**src/rtl/input_debounce_sync_if.sv**
```systemverilog
// Input conditioning bus between the pin/switch side and the debounce block.
//   ena        : global enable, holds all debounce state when low
//   raw_in     : unsynchronised input bits
//   clean_out  : debounced level per bit
//   rise_pulse : one-cycle pulse on a clean 0->1 transition
//   fall_pulse : one-cycle pulse on a clean 1->0 transition
//   busy       : per bit, a candidate change is being qualified
// master drives ena/raw_in; slave (the debounce block) drives the rest.
interface input_debounce_sync_if #(
   parameter int WIDTH = 2
);
   logic             ena;
   logic [WIDTH-1:0] raw_in;
   logic [WIDTH-1:0] clean_out;
   logic [WIDTH-1:0] rise_pulse;
   logic [WIDTH-1:0] fall_pulse;
   logic [WIDTH-1:0] busy;

   modport master (
      output ena, raw_in,
      input  clean_out, rise_pulse, fall_pulse, busy
   );

   modport slave (
      input  ena, raw_in,
      output clean_out, rise_pulse, fall_pulse, busy
   );
endinterface

```
**src/rtl/input_debounce_sync.sv**
```systemverilog
// Per-bit input conditioning: 2-flop synchroniser, counter-based debounce
// and registered single-cycle edge pulses. Bit 0 feeds adder operand a,
// bit 1 feeds adder operand b.
//   clk   : system clock
//   rst_n : asynchronous active-low reset
//   bus   : input_debounce_sync_if.slave (ena, raw_in in; clean_out,
//           rise_pulse, fall_pulse, busy out)
//
// Per-bit state table:
//   state     | meaning
//   S_LO      | stable low, clean=0, cnt=0
//   S_QUAL_HI | clean=0, counting consecutive high samples
//   S_HI      | stable high, clean=1, cnt=0
//   S_QUAL_LO | clean=1, counting consecutive low samples
module input_debounce_sync #(
   parameter int WIDTH           = 2,
   parameter int DEBOUNCE_CYCLES = 16
) (
   input logic                  clk,
   input logic                  rst_n,
   input_debounce_sync_if.slave bus
);
   localparam int CNT_W = $clog2(DEBOUNCE_CYCLES + 1);
   localparam logic [CNT_W-1:0] CNT_LAST = CNT_W'(DEBOUNCE_CYCLES - 1);
   localparam logic [CNT_W-1:0] CNT_ONE  = CNT_W'(1);

   typedef enum logic [1:0] {
      S_LO      = 2'd0,
      S_QUAL_HI = 2'd1,
      S_HI      = 2'd2,
      S_QUAL_LO = 2'd3
   } state_t;

   logic [WIDTH-1:0] sync1;
   logic [WIDTH-1:0] sync2;

   // Synchroniser is never gated so metastability protection always holds.
   always_ff @(posedge clk or negedge rst_n) begin
      if (!rst_n) begin
         sync1 <= '0;
         sync2 <= '0;
      end else begin
         sync1 <= bus.raw_in;
         sync2 <= sync1;
      end
   end

   for (genvar i = 0; i < WIDTH; i++) begin : g_bit
      state_t           state_q, state_nxt;
      logic [CNT_W-1:0] cnt_q, cnt_nxt;
      logic             rise_q, rise_nxt;
      logic             fall_q, fall_nxt;
      logic             clean_b, busy_b;

      always_ff @(posedge clk or negedge rst_n) begin
         if (!rst_n) begin
            state_q <= S_LO;
            cnt_q   <= '0;
            rise_q  <= 1'b0;
            fall_q  <= 1'b0;
         end else begin
            state_q <= state_nxt;
            cnt_q   <= cnt_nxt;
            rise_q  <= rise_nxt;
            fall_q  <= fall_nxt;
         end
      end

      // Any sample matching the current clean level restarts qualification.
      always_comb begin
         state_nxt = state_q;
         cnt_nxt   = cnt_q;
         rise_nxt  = 1'b0;
         fall_nxt  = 1'b0;
         if (bus.ena) begin
            case (state_q)
               S_LO: begin
                  if (sync2[i]) begin
                     state_nxt = S_QUAL_HI;
                     cnt_nxt   = CNT_ONE;
                  end
               end
               S_QUAL_HI: begin
                  if (!sync2[i]) begin
                     state_nxt = S_LO;
                     cnt_nxt   = '0;
                  end else if (cnt_q == CNT_LAST) begin
                     state_nxt = S_HI;
                     cnt_nxt   = '0;
                     rise_nxt  = 1'b1;
                  end else begin
                     cnt_nxt = cnt_q + CNT_ONE;
                  end
               end
               S_HI: begin
                  if (!sync2[i]) begin
                     state_nxt = S_QUAL_LO;
                     cnt_nxt   = CNT_ONE;
                  end
               end
               S_QUAL_LO: begin
                  if (sync2[i]) begin
                     state_nxt = S_HI;
                     cnt_nxt   = '0;
                  end else if (cnt_q == CNT_LAST) begin
                     state_nxt = S_LO;
                     cnt_nxt   = '0;
                     fall_nxt  = 1'b1;
                  end else begin
                     cnt_nxt = cnt_q + CNT_ONE;
                  end
               end
               default: begin
                  state_nxt = S_LO;
                  cnt_nxt   = '0;
               end
            endcase
         end
      end

      always_comb begin
         clean_b = (state_q == S_HI) || (state_q == S_QUAL_LO);
         busy_b  = (state_q == S_QUAL_HI) || (state_q == S_QUAL_LO);
      end

      assign bus.clean_out[i]  = clean_b;
      assign bus.busy[i]       = busy_b;
      // Pulses are forced low for the whole time ena is low, including a
      // pulse registered just before ena dropped.
      assign bus.rise_pulse[i] = rise_q & bus.ena;
      assign bus.fall_pulse[i] = fall_q & bus.ena;
   end
endmodule

```
**src/flat_wrapper.sv**
```systemverilog
// flat-port wrapper written by rule: the top's interface ports become plain ports
module input_debounce_sync_flat 
#(
   parameter int WIDTH           = 2,
   parameter int DEBOUNCE_CYCLES = 16
)
  (clk, rst_n, bus_ena, bus_raw_in, bus_clean_out, bus_rise_pulse, bus_fall_pulse, bus_busy);
  input_debounce_sync_if #(.WIDTH(WIDTH)) bus_i ();
  input logic clk;
  input logic rst_n;
  input wire logic [$bits(bus_i.ena)-1:0] bus_ena;
  input wire logic [$bits(bus_i.raw_in)-1:0] bus_raw_in;
  output wire logic [$bits(bus_i.clean_out)-1:0] bus_clean_out;
  output wire logic [$bits(bus_i.rise_pulse)-1:0] bus_rise_pulse;
  output wire logic [$bits(bus_i.fall_pulse)-1:0] bus_fall_pulse;
  output wire logic [$bits(bus_i.busy)-1:0] bus_busy;
  assign bus_i.ena = bus_ena;
  assign bus_i.raw_in = bus_raw_in;
  assign bus_clean_out = bus_i.clean_out;
  assign bus_rise_pulse = bus_i.rise_pulse;
  assign bus_fall_pulse = bus_i.fall_pulse;
  assign bus_busy = bus_i.busy;
  input_debounce_sync #(.WIDTH(WIDTH), .DEBOUNCE_CYCLES(DEBOUNCE_CYCLES)) u_core (.clk(clk), .rst_n(rst_n), .bus(bus_i));
endmodule
```
**config.mk**
```make
export PLATFORM = sky130hd
export DESIGN_NAME = input_debounce_sync_flat
export DESIGN_NICKNAME = d
export VERILOG_FILES = /design/src/rtl/input_debounce_sync_if.sv /design/src/rtl/input_debounce_sync.sv /design/src/flat_wrapper.sv
export SDC_FILE = /design/constraint.sdc
export NUM_CORES = 1
export LEC_CHECK = 0
export ABC_AREA = 1
export BUFFER_PORTS_ARGS = -buffer_cell sky130_fd_sc_hd__buf_2
export CAP_MARGIN = 20
export CORE_MARGIN = 2
export CORE_UTILIZATION = 35
export DETAILED_ROUTE_END_ITERATION = 16
export PLACE_DENSITY = 0.6
export SLEW_MARGIN = 25
export SYNTH_ARGS = -nofsm -noshare
export SYNTH_HDL_FRONTEND = slang
export SYNTH_SLANG_ARGS = --single-unit
```
**constraint.sdc**
```tcl
create_clock -name clk -period 1.3 [get_ports clk]
set_clock_uncertainty 0.1 [all_clocks]
set_input_delay 0.13 -clock clk [delete_from_list [all_inputs] [get_ports clk]]
set_output_delay 0.13 -clock clk [all_outputs]
set_load 0.02 [all_outputs]
```
==> impl_metrics.json <==
{
  "max-vdd-ir-drop_mv": 0.377,
  "start_kind": "register",
  "ant_nets": 0,
  "synth_adder_area_share_pct": 2.10,
  "cp_slowest_cell": "dfrtp_1",
  "clk_latency_ns": 0.30,
  "io_pins": 13,
  "fin_ws_ns": 0.0504,
  "crit_top_cell": "nand2_1",
  "die-area_mm2": 0.00389,
  "critPathArrivalTime_ns": 1.36,
  "yosysSeqAreaShare_pct": 46.2,
  "die_y_um": 62.3,
  "crit_type": "reg -> reg",
  "wl_per_cell_um": 10.3,
  "cp_slowest_stage_delay_ns": 0.45,
  "status": "finished, final reports clean",
  "tightest_slew_ns": 0.484,
  "synth_xor_xnor_area_share_pct": 0.735,
  "seqPwrFrac_pct": 42.9,
  "synth_top_family_by_area": "simple AND/OR/NAND/NOR gates",
  "drive_gt1_share_pct": 29.9,
  "p_sw_share_pct": 41.6,
  "syn-instance-count": 152,
  "design_area_mm2": 0.00140,
  "fp.dieW_um": 62.3,
  "fmaxAchievable_mhz": 800,
  "first_pass_iters": 4,
  "fin_nets": 175,
  "p_leak_nw": 0.786,
  "cts.clk_slew.worst_paths_ns": 0.13,
  "grt_max_degree": 23,
  "yosysWarnings": 0,
  "cts_tree": "yes",
  "antenna_found_initial": 0,
  "syn_avg_cell_area_um2": 7.84,
  "reg2reg_depth": 6,
  "max_slew_margin_pct": 67.8,
  "via_count": 977,
  "synth.area.mux_share_pct": 0,
  "drt_iter0_drc": 25,
  "period_needed_ns": 1.25,
  "cp.required_ns": 1.41,
  "via_per_inst": 4.59,
  "cp_max_fo": 4,
  "place_area_mm2": 0.00127,
  "grt-ovfl-total": 0,
  "min_path_cells": 3,
  "h-tree-depth": 1,
  "hold_violations": 0,
  "num_antenna_cells": 0,
  "crit_chain": "ha_4 -> nand4_4 -> nand3_4 -> nand2_2 -> nand2_1 -> nand2_1",
  "synth_area_mm2": 0.00119,
  "dp.final_hpwl_um": 1550,
  "clk_path_buf_depth": 2,
  "num_rows": 21,
  "powerDensity_mw_per_mm2": 1690,
  "whs_ns": 0.101,
  "clock_sinks": 22,
  "wirelength_um": 2190,
  "n_fill_cell": 335,
  "cp-end-kind": "register",
  "netlist-cell-type-count": 22,
  "core-area_mm2": 0.00331,
  "comb_power_share_pct": 41.0,
  "ys_seq_elements": 22,
  "synthSimpleGateAreaFrac_pct": 33.3,
  "grt_pass1_wl_um": 3560,
  "grt_usage_pct": 11.4,
  "dpl.cell_count": 203,
  "gp_congestion": 0.796,
  "post-route-period-util_pct": 96.1,
  "hold_class": "in -> reg",
  "cts_buffers": 3,
  "initial_utilization_pct": 36.0,
  "grt_pass1_vias": 860,
  "synthesis.nets": 159,
  "synth_compound_area_share_pct": 3.78,
  "power_frac_clock_pct": 16.1,
  "totalPowerFinal_mw": 2.36,
  "power.switching_mw": 0.983,
  "area_delta_synth_final_pct": 17.5,
  "port_buffers": 12,
  "drv_cap": 0,
  "setup_viol": 0,
  "p_int_mw": 1.38,
  "root_buffer": "clkbuf_4",
  "drv_slew": 0,
  "stdcell_count": 213,
  "drcViolationCount": 0,
  "post-place-ws_ns": 0.0376
}
==> through the flow <==
stage               util (%)  setup TNS, ns
floorplan                  -              0
global placement        38.3              0
detailed placement      38.3              0
CTS                     40.3              0
global route            42.3        -0.0548
finish                  42.3              0
==> logic make-up after synthesis <==
| kind of cell | after synthesis |
|---|---|
| xor+xnor | 1 |
| buf+inv | 38 |
| simple gates | 83 |
| fa+ha+maj | 2 |
| flops | 22 |
| compound gates | 6 |
==> synth_stat cells (all sizes together) <==
cell type	count	area, um2
nand2	53	224
inv	29	109
dfrtp	22	551
nand3	11	72.6
nor2	11	43.8
nand4	6	43.8
buf	5	41.3
clkbuf	4	15.0
a21oi	2	17.5
a22oi	2	15.0
ha	2	25.0
or2	2	12.5
o211ai	1	7.51
o21ai	1	5.00
xor2	1	8.76
==> per-layer routing <==
layer	share of wire [%]	track usage, %	vias to the layer above
met5	0	0	-
met4	2.1	7.78	0
met3	2.5	1.27	4
met2	47	17.5	18
met1	49	15.2	466
li1	-	-	489
==> layout by cell type (no fill, tap or decap), drive strengths merged <==
cell type / n
a21oi: 2
a22oi: 2
buf: 17
clkbuf: 4
dfrtp: 22
dlygate4sd3: 3
ha: 2
inv: 29
nand2: 53
nand3: 11
nand4: 6
nor2: 11
o211ai: 1
o21ai: 1
or2: 2
xor2: 1
==> power by group through the flow <==
stage	clock network (mW)	logic [mW]	registers, mW
2_1_floorplan	0	0.755	0.973
3_3_place_gp	0	0.856	0.990
3_5_place_dp	0	0.870	0.994
4_1_cts	0.385	0.881	0.980
5_1_grt	0.420	1.09	1.04
6_report	0.380	0.969	1.01
==> flip-flops by register name (all words and copies together) (netlist names), named ones only <==
register / count
u_core.g_bit.cnt_q: 10
u_core.g_bit.fall_q: 2
u_core.g_bit.rise_q: 2
u_core.g_bit.state_q: 2
u_core.sync1: 2
u_core.sync2: 2
==> worst max-delay path: cells and delay by family, from the launching register on <==
kind	cells	cell delay (ns)
adder cells (fa/ha/maj)	1	0.19
flip-flops	1	0.45
AND/OR/NAND/NOR	5	0.40
==> final timing paths <==
path	startpoint	to	slack (ns)
max	u_core.g_bit[1].cnt_q[1]$_DFFE_PN0P_	register	0.05
min	bus_ena	u_core.g_bit[0].state_q[0]$_DFFE_PN0P_	0.10
max reg2reg	u_core.g_bit[1].cnt_q[1]$_DFFE_PN0P_	register	0.05
min reg2reg	u_core.sync1[0]$_DFF_PN0_	u_core.sync2[0]$_DFF_PN0_	0.26
max in group asynchronous	rst_n	asynchronous set/reset pin	0.54
min in group asynchronous	rst_n	u_core.g_bit[1].cnt_q[2]$_DFFE_PN0P_	0.20
==> timing repair <==
action | CTS | global route
buffers inserted | 0 | 3
setup endpoints to repair | 0 | 13
endpoints found under the hold margin | 24 | 0
hold buffers | 3 | 0
resized for setup | 0 | 14
==> area by class of cell <==
cell class                 count  area (um2)  share of cell area [%]
inverter                      29         109                    7.77
clock buffer                   4        36.3                    2.59
timing repair buffer          20         128                    9.12
multi-input combinational     92         514                    36.7
tap                           46        57.6                    4.11
sequential                    22         556                    39.7
Note: power is estimated with default switching activity, not from simulation.
